**src/rtl/shift_sequencer8_pkg.sv**
```systemverilog
// ----------------------------------------------------------------------------
// shift_sequencer8_pkg
// Shared definitions for the 8-bit shift sequencer and its shifter8 datapath:
//   - datapath op codes (NOP, LOAD, LSL, LSR, ASR)
//   - command encodings seen on the sequencer's cmd input
//   - FSM state encodings
//   - maximum distance of a single datapath step
//   - helpers that split a remaining distance into a step and map a command
//     onto a datapath op
// ----------------------------------------------------------------------------
package shift_sequencer8_pkg;

    // Datapath op codes driven onto shifter8.op
    localparam logic [2:0] OP_NOP  = 3'b000;
    localparam logic [2:0] OP_LOAD = 3'b001;
    localparam logic [2:0] OP_LSL  = 3'b010;
    localparam logic [2:0] OP_LSR  = 3'b011;
    localparam logic [2:0] OP_ASR  = 3'b100;

    // Command encodings on the sequencer cmd input
    localparam logic [1:0] CMD_LSL  = 2'b00;
    localparam logic [1:0] CMD_LSR  = 2'b01;
    localparam logic [1:0] CMD_ASR  = 2'b10;
    localparam logic [1:0] CMD_RSVD = 2'b11;

    // FSM state encodings
    localparam logic [1:0] ST_IDLE  = 2'b00;
    localparam logic [1:0] ST_LOAD  = 2'b01;
    localparam logic [1:0] ST_SHIFT = 2'b10;
    localparam logic [1:0] ST_DONE  = 2'b11;

    // Largest distance the 2-bit shamt can express in one step
    localparam logic [2:0] SHAMT_MAX = 3'd3;

    // Distance of the next step: min(rem, SHAMT_MAX)
    function automatic logic [1:0] step_of(input logic [2:0] rem);
        logic [1:0] step;
        if (rem >= SHAMT_MAX) begin
            step = 2'd3;
        end else begin
            step = rem[1:0];
        end
        return step;
    endfunction

    // Datapath op that implements one step of the given command
    function automatic logic [2:0] shift_op_of(input logic [1:0] cmd);
        logic [2:0] op;
        case (cmd)
            CMD_LSL: op = OP_LSL;
            CMD_LSR: op = OP_LSR;
            CMD_ASR: op = OP_ASR;
            default: op = OP_NOP;
        endcase
        return op;
    endfunction

endpackage

```
**src/rtl/shift_sequencer8_shifter8.sv**
```systemverilog
// ----------------------------------------------------------------------------
// shifter8
// 8-bit registered shifter datapath. Each cycle it applies one op to its
// output register: hold, load from d_in, or shift by shamt (0-3 positions).
// Ports:
//   clk      in  1  clock, rising edge
//   reset_n  in  1  asynchronous active-low reset, clears d_out
//   op       in  3  datapath op (see shift_sequencer8_pkg OP_*)
//   shamt    in  2  shift distance for shift ops
//   d_in     in  8  load operand
//   d_out    out 8  registered result
// ----------------------------------------------------------------------------
module shifter8
    import shift_sequencer8_pkg::*;
(
    input  logic       clk,
    input  logic       reset_n,
    input  logic [2:0] op,
    input  logic [1:0] shamt,
    input  logic [7:0] d_in,
    output logic [7:0] d_out
);

    logic [7:0] d_out_q;
    logic [7:0] d_out_d;

    // Next datapath value selected by the current op
    always_comb begin
        d_out_d = d_out_q;
        case (op)
            OP_NOP:  d_out_d = d_out_q;
            OP_LOAD: d_out_d = d_in;
            OP_LSL:  d_out_d = d_out_q << shamt;
            OP_LSR:  d_out_d = d_out_q >> shamt;
            OP_ASR:  d_out_d = $unsigned($signed(d_out_q) >>> shamt);
            default: d_out_d = d_out_q;
        endcase
    end

    // Datapath output register
    always_ff @(posedge clk or negedge reset_n) begin
        if (!reset_n) begin
            d_out_q <= 8'h00;
        end else begin
            d_out_q <= d_out_d;
        end
    end

    assign d_out = d_out_q;

endmodule

```
**src/rtl/shift_sequencer8.sv**
```systemverilog
// ----------------------------------------------------------------------------
// shift_sequencer8
// Accepts one shift command of 0-7 positions and drives its shifter8 through
// a LOAD step followed by up to three shift steps of at most 3 positions.
// The result comes back with a one-cycle done pulse.
// Ports:
//   clk      in  1  clock, rising edge
//   reset    in  1  asynchronous active-high reset
//   start    in  1  command strobe, sampled only when idle
//   cmd      in  2  00 LSL, 01 LSR, 10 ASR, 11 reserved
//   amt      in  3  shift distance 0-7
//   data_in  in  8  operand
//   busy     out 1  command in flight
//   done     out 1  one-cycle pulse, result/err valid
//   err      out 1  reserved command reported with done
//   result   out 8  last completed result, held until next done
// ----------------------------------------------------------------------------
module shift_sequencer8
    import shift_sequencer8_pkg::*;
(
    input  logic       clk,
    input  logic       reset,
    input  logic       start,
    input  logic [1:0] cmd,
    input  logic [2:0] amt,
    input  logic [7:0] data_in,
    output logic       busy,
    output logic       done,
    output logic       err,
    output logic [7:0] result
);

    logic [1:0] state_q,  state_d;
    logic [1:0] cmd_q,    cmd_d;
    logic [2:0] rem_q,    rem_d;
    logic [7:0] data_q,   data_d;
    logic [2:0] op_q,     op_d;
    logic [1:0] shamt_q,  shamt_d;
    logic [7:0] result_q, result_d;
    logic       err_q,    err_d;
    logic       done_q,   done_d;
    logic       busy_q,   busy_d;

    logic [1:0] step_s;
    logic [7:0] d_out_s;
    logic       reset_n_s;

    assign step_s    = step_of(rem_q);
    assign reset_n_s = ~reset;

    // Sequencing: the op/shamt for a state are computed on entry so that the
    // registered value is presented to the datapath throughout that state.
    always_comb begin
        state_d  = state_q;
        cmd_d    = cmd_q;
        rem_d    = rem_q;
        data_d   = data_q;
        op_d     = OP_NOP;
        shamt_d  = 2'd0;
        result_d = result_q;
        err_d    = err_q;
        done_d   = 1'b0;
        case (state_q)
            ST_IDLE: begin
                if (start) begin
                    state_d = ST_LOAD;
                    cmd_d   = cmd;
                    rem_d   = amt;
                    data_d  = data_in;
                    op_d    = OP_LOAD;
                end else begin
                    state_d = ST_IDLE;
                end
            end
            ST_LOAD: begin
                if ((rem_q != 3'd0) && (cmd_q != CMD_RSVD)) begin
                    state_d = ST_SHIFT;
                    op_d    = shift_op_of(cmd_q);
                    shamt_d = step_s;
                    rem_d   = rem_q - {1'b0, step_s};
                end else begin
                    state_d = ST_DONE;
                end
            end
            ST_SHIFT: begin
                // rem_q already accounts for the step being executed now
                if (rem_q == 3'd0) begin
                    state_d = ST_DONE;
                end else begin
                    state_d = ST_SHIFT;
                    op_d    = shift_op_of(cmd_q);
                    shamt_d = step_s;
                    rem_d   = rem_q - {1'b0, step_s};
                end
            end
            ST_DONE: begin
                state_d  = ST_IDLE;
                result_d = d_out_s;
                err_d    = (cmd_q == CMD_RSVD);
                done_d   = 1'b1;
            end
            default: begin
                state_d = ST_IDLE;
            end
        endcase
        busy_d = (state_d != ST_IDLE);
    end

    // Sequencer state, latched operands and output registers
    always_ff @(posedge clk or posedge reset) begin
        if (reset) begin
            state_q  <= ST_IDLE;
            cmd_q    <= 2'b00;
            rem_q    <= 3'd0;
            data_q   <= 8'h00;
            op_q     <= OP_NOP;
            shamt_q  <= 2'd0;
            result_q <= 8'h00;
            err_q    <= 1'b0;
            done_q   <= 1'b0;
            busy_q   <= 1'b0;
        end else begin
            state_q  <= state_d;
            cmd_q    <= cmd_d;
            rem_q    <= rem_d;
            data_q   <= data_d;
            op_q     <= op_d;
            shamt_q  <= shamt_d;
            result_q <= result_d;
            err_q    <= err_d;
            done_q   <= done_d;
            busy_q   <= busy_d;
        end
    end

    shifter8 u_shifter8 (
        .clk     (clk),
        .reset_n (reset_n_s),
        .op      (op_q),
        .shamt   (shamt_q),
        .d_in    (data_q),
        .d_out   (d_out_s)
    );

    assign busy   = busy_q;
    assign done   = done_q;
    assign err    = err_q;
    assign result = result_q;

endmodule

```
**config.mk**
```make
export PLATFORM = sky130hd
export DESIGN_NAME = shift_sequencer8
export DESIGN_NICKNAME = d
export VERILOG_FILES = /design/src/rtl/shift_sequencer8_pkg.sv /design/src/rtl/shift_sequencer8_shifter8.sv /design/src/rtl/shift_sequencer8.sv
export SDC_FILE = /design/constraint.sdc
export NUM_CORES = 1
export LEC_CHECK = 0
export BUFFER_PORTS_ARGS = -buffer_cell sky130_fd_sc_hd__buf_2
export CAP_MARGIN = 15
export CORE_MARGIN = 2
export CORE_UTILIZATION = 40
export CTS_BUF_LIST = sky130_fd_sc_hd__clkbuf_8 sky130_fd_sc_hd__clkbuf_16
export DETAILED_ROUTE_END_ITERATION = 7
export HOLD_SLACK_MARGIN = 0.12
export PLACE_DENSITY = 0.56
export SLEW_MARGIN = 20
export SYNTH_ARGS = -nofsm -noshare
export SYNTH_HDL_FRONTEND = slang
export SYNTH_HIERARCHICAL = 1
export SYNTH_SLANG_ARGS = --single-unit
export TNS_END_PERCENT = 10
```
**constraint.sdc**
```tcl
create_clock -name clk -period 1.5 [get_ports clk]
set_clock_uncertainty 0.15 [all_clocks]
set_input_delay 0.15 -clock clk [delete_from_list [all_inputs] [get_ports clk]]
set_output_delay 0.15 -clock clk [all_outputs]
set_load 0.005 [all_outputs]
```
---- Word level (Yosys, flattened, before mapping) ----
Cells that the tools add are included.
word-level totals
  register bits ........................... 39
  logic and storage cells ................. 59
  bits of input ports ..................... 16
operators by class
  shifts and indexed selects .............. 3
  eq/ne operators ......................... 14
  add/subtract/negate cells ............... 1
  muxes and demuxes ....................... 19
  order comparisons ....................... 1
  reductions and logical operators ........ 10
operators by type and width
  operator                                                               number
  8-bit one-hot mux with 4 select lines                                  1
  3-bit one-hot mux with 3 select lines                                  3
  3-bit two-way mux                                                      5
  2-bit equality test, second input constant                             4
  2-bit != test, second input constant                                   4
  2-bit one-hot mux with 4 select lines                                  1
  8-bit by 2-bit left shift with 8-bit output                            1
  8-bit by 2-bit right shift with 8-bit output                           1
  8-bit by 2-bit >>> shifter with 8-bit output                           1
  3-bit by 2-bit equality test with 1-bit output, second input constant  2
  2-bit two-way mux                                                      3
  3-bit nonzero test                                                     2
  1-bit two-way mux                                                      5
  2-bit by 1-bit equality test with 1-bit output, second input constant  2
  2-bit zero test                                                        2
  2-bit one-hot mux with 2 select lines                                  1
  4-bit AND reduction                                                    1
  4-bit nonzero test                                                     1
  3-bit by 1-bit equality test with 1-bit output, second input constant  1
  3-bit equality test, second input constant                             1
  3-bit by 2-bit >= comparator with 1-bit output, second input constant  1
  3-bit zero test                                                        1
  3-bit by 2-bit subtractor with 3-bit output                            1
  2-bit AND reduction                                                    1
  other kinds (2)                                                        2

---- Logic depth before layout (Yosys ltp) ----
  depth after elaboration ................. 5
  depth in mapped cells ................... 7
  gate-level depth less buffers ........... 6

---- Hierarchy ----
The synthesis kept the hierarchy.
by module, submodules not included
  module            cells each  area an instance (um2)  times used
  shift_sequencer8  98          1,331.3                 1
  shifter8          131         1,011.0                 1

---- Worst setup path after synthesis ----
No wires, ideal clock.
  path kind ............................... register -> register
  from .................................... register shamt_q[0]
  to ...................................... register u_shifter8.d_out_q[4], in the netlist u_shifter8/d_out[4]
  stages on the path, launching flop included .. 6
  setup time .............................. 126 ps
  slack ................................... -87 ps
  arrival time ............................ 1,311 ps
  path buffers ............................ 1
  period minus slack after synthesis ...... 1,587 ps
  cells stage by stage .................... dfrtp_1 > buf_6 > mux2_4 > o21ai_0 > o21ai_0 > a221o_1
on the way
  word-level cells in the longest chain between the ends .. 2
ends and longest elaborated chain
  what                                                                        line                             RTL
  from (decl)                                                                 shift_sequencer8.sv:38           logic [1:0] shamt_q, shamt_d;
  from (signal assigned)                                                      shift_sequencer8.sv:128          shamt_q <= shamt_d;
  8-bit by 2-bit >>> shifter with 8-bit output, or another cell as far along  shift_sequencer8_shifter8.sv:35  OP_ASR: d_out_d = $unsigned($signed(d_out_q) >>> shamt);
  8-bit one-hot mux with 4 select lines (*)                                   shift_sequencer8_shifter8.sv:30  case (op)
  to (signal assigned)                                                        shift_sequencer8_shifter8.sv:45  d_out_q <= d_out_d;
  to (decl)                                                                   shift_sequencer8_shifter8.sv:24  logic [7:0] d_out_q;
Mark *: on every way between the ends. The rest lies on a longest branch, timed or not.
A chain may end at the register's enable or synchronous reset.

---- Final worst setup path ----
Ends and elaborated chain as after synthesis.

==> reports/metrics.yaml <==
run_status: "complete, but fails checks"
failed_checks: "negative setup slack"
synthesis.instances: 229
critical-path-max-stage-delay_ns: 0.41
antenna_cells_inserted: 0
critPathCapture: "u_shifter8/d_out[4]$_DFFE_PN0P_"
r2r-end: "u_shifter8/d_out[4]$_DFFE_PN0P_"
start_util: 0.420
worstRegToRegCells: 5
ctsLongestPathBuffers: 2
clk_latency_ns: 0.29
place.detailed.hpwl_mm: 4.21
finalCritPeriodShare: 1.13
globalplace.congestion: 0.852
dieWidth_um: 80.5
hold-worst-slack_ns: 0.297
area_of_the_die_mm2: 0.00648
via_per_inst: 5.24
total_congestion_overflow_after_global_routing: 0
synth_async_sr_flop_share: 1.00
timing.final.setup_violations: 11
nets: 351
crit_family: "compound AO/OA/AOI/OAI gates"
worstPathMaxFanout: 14
final_slew_violations: 0
p_leak_nw: 1.56
synth_nets: 252
grt_first_pass_wirelength_mm: 10.0
clock-sinks: 39
track_usage: 0.202
chipHeight_um: 80.5
hold_viol: 0
ys_seq_elements: 39
largest_net_degree_at_the_start_of_global_routing: 40
grt_setup_unrepaired: "true"
cp.depth: 5
final.min_clock_period_ns: 1.70
initial_antenna_violation_count: 0
ctsRootBufferMaster: "clkbuf_8"
worst_flop_to_flop_path_startpoint: "shamt_q[0]$_DFF_PP0_"
total_power_consumption_w: 0.00763
std_cell_rows: 27
fp.coreArea_mm2: 0.00557
htree_levels: 2
wp_buf_inv: 1
tritoncts: "yes"
final_cells: 401
detailroute.via_count: 2100
via_count_of_the_first_global_routing_pass: 2077
worst_slew_pin_slew_ns: 0.312
wl_mm: 5.92
ys_seq_area_frac: 0.417
setup.worst_path.start_class: "flip-flop"
worst_slack_ns: -0.198
cp_cell_sequence: "buf_12 > mux2_4 > o211ai_1 > a221oi_1 > a221o_1"
synth_cell_types: 47
cts.clk_slew.worst_paths_ns: 0.08
drt_initial_violations: 149
remaining_drc_errors: 0
detail_route.first_pass.iterations: 4
worst_slew_margin_rel: 0.792
synthFlopType: "dfrtp_1"
irDropWorstVdd_mv: 1.16
hold_path.class: "in -> async"
syn_area_per_cell_um2: 10.2
dp_cells: 377
timing.critical_path.to_type: "flip-flop"
average_wire_per_cell_in_the_routed_design_um: 14.8
drv.max_cap_violation_count: 0
port_buffers: 26
synth_enable_flop_cells: 0
setup.reg_to_reg.worst_slack_ns: -0.20
cp.arrival_ns: 1.73
fin_setup_tns_ns: -1.25
mappedNetlistArea_mm2: 0.00234
syn_to_final_growth_pct: 45.3
fraction_of_final_layout_cells_with_drive_strength_greater_than_1: 0.444
finalCoreUtilization: 0.611
slowest_stage: "dfrtp_1"
critical_path_class: "reg -> reg"
postRouteAntennaNets: 0
num_io_pins: 27
power-per-cell-area_mw_per_mm2: 2240
cts_made_buffers: 5
ys.warnings.count: 6
cp_data_required_time_ns: 1.53
fmax_mhz: 589
crit_path_start: "shamt_q[0]$_DFF_PP0_"
tightest hold or removal path: stages:
cell and delay [ns]:
dlygate4sd3_1 0.53, buf_2 0.12, inv_1 0.08, buf_12 0.23
flip-flops by register name, summed over array words and instances (netlist names):
name	count
u_shifter8/d_out	8
result	8
rem_q	3
data_q	8
op_q	3
busy	1
cmd_q	2
done	1
state_q	2
shamt_q	2
err	1
kinds of logic (layout without fill, tap and decap cells):
family                     after synthesis  in the layout  share of synthesized area
and+or+nand+nor                         56             56                      0.135
adders and majority gates                7              7                     0.0374
DFF                                     39             39                      0.417
buffers and inverters                   24            124                     0.0523
AOI/OAI and AO/OA                       67             67                      0.191
muxes                                   35             35                      0.164
xor gates and xnor gates                 1              1                    0.00374
cells in the mapped netlist, types with 2 or more instances:
master / n / share of area
o211ai_1: 7 / 0.022
a21oi_1: 17 / 0.036
a22oi_1: 5 / 0.016
mux2_2: 22 / 0.11
a221o_1: 2 / 0.0085
clkbuf_1: 3 / 0.0048
o21ai_0: 16 / 0.034
a221oi_1: 3 / 0.011
dfrtp_1: 39 / 0.42
nor4_1: 2 / 0.0053
a211oi_1: 2 / 0.0064
buf_6: 3 / 0.014
a31oi_1: 5 / 0.013
inv_1: 9 / 0.014
nand2b_1: 9 / 0.024
ha_1: 7 / 0.037
nand3b_1: 2 / 0.0064
buf_2: 8 / 0.017
nand2_1: 10 / 0.016
nor2_1: 15 / 0.024
mux2i_1: 11 / 0.047
nor3_1: 6 / 0.013
a22o_1: 2 / 0.0075
stage by stage:
step	setup WS [ns]	instance area [µm²]
floorplan	-0.0594	2350
global placement	-0.195	3030
detailed placement	-0.248	3030
CTS	-0.181	3340
global route	-0.261	3400
finish	-0.198	3400
power by group:
part / switching [W] / internal, W
Clock: 0.000383 / 0.000419
Combinational: 0.00210 / 0.00273
Sequential: 0.000429 / 0.00158
worst min-delay path by stage:
stage	startpoint	end	slack, ns	depth (start not counted)
finish	reset	result[5]$_DFFE_PP0P_	0.30	4
global route	reset	u_shifter8/d_out[4]$_DFFE_PN0P_	0.33	4
CTS	reset	result[5]$_DFFE_PP0P_	0.31	4
detailed placement	reset	result[3]$_DFFE_PP0P_	0.08	3
global placement	reset	result[2]$_DFFE_PP0P_	0.07	3
floorplan	start	state_q[0]$_DFF_PP0_	0.13	2
layout make-up:
class | instances | area (µm²)
timing repair buffer | 106 | 831
tap | 72 | 90.1
multi-input combinational | 166 | 1360
fill | 477 | 2170
sequential | 39 | 980
inverter | 10 | 37.5
clock inverter | 1 | 7.51
clock buffer | 7 | 96.3
repair_timing:
item	in CTS	in global routing
pin swaps	5	6
resized for setup	14	18
setup endpoints to repair	25	33
endpoints found under the hold margin	54	0
buffers inserted	1	0
hold buffers	15	0
placed cells by master (no fill, tap or decap), types with 4 or more instances in the layout:
cell	synthesis	layout
mux2_2	22	10
nor3_1	6	6
clkbuf_8	0	7
o21ai_1	1	4
nand2_1	10	9
nor2_1	15	15
dfrtp_1	39	36
buf_12	0	5
a21oi_1	17	16
mux2_4	1	13
o21ai_0	16	12
mux2i_1	11	8
buf_2	8	26
dlygate4sd3_1	0	15
o211ai_1	7	7
a31oi_1	5	5
inv_1	9	8
a22oi_1	5	5
buf_4	0	60
nand2b_1	9	8
per-layer routing:
metal	up-vias	part of all wire	GRT usage
met4	0	0.0071	0.0356
met2	52	0.47	0.334
met3	7	0.046	0.0404
met1	1001	0.47	0.276
li1	1040	-	-
met5	-	0	0
Note: power is estimated with default switching activity, not from simulation.
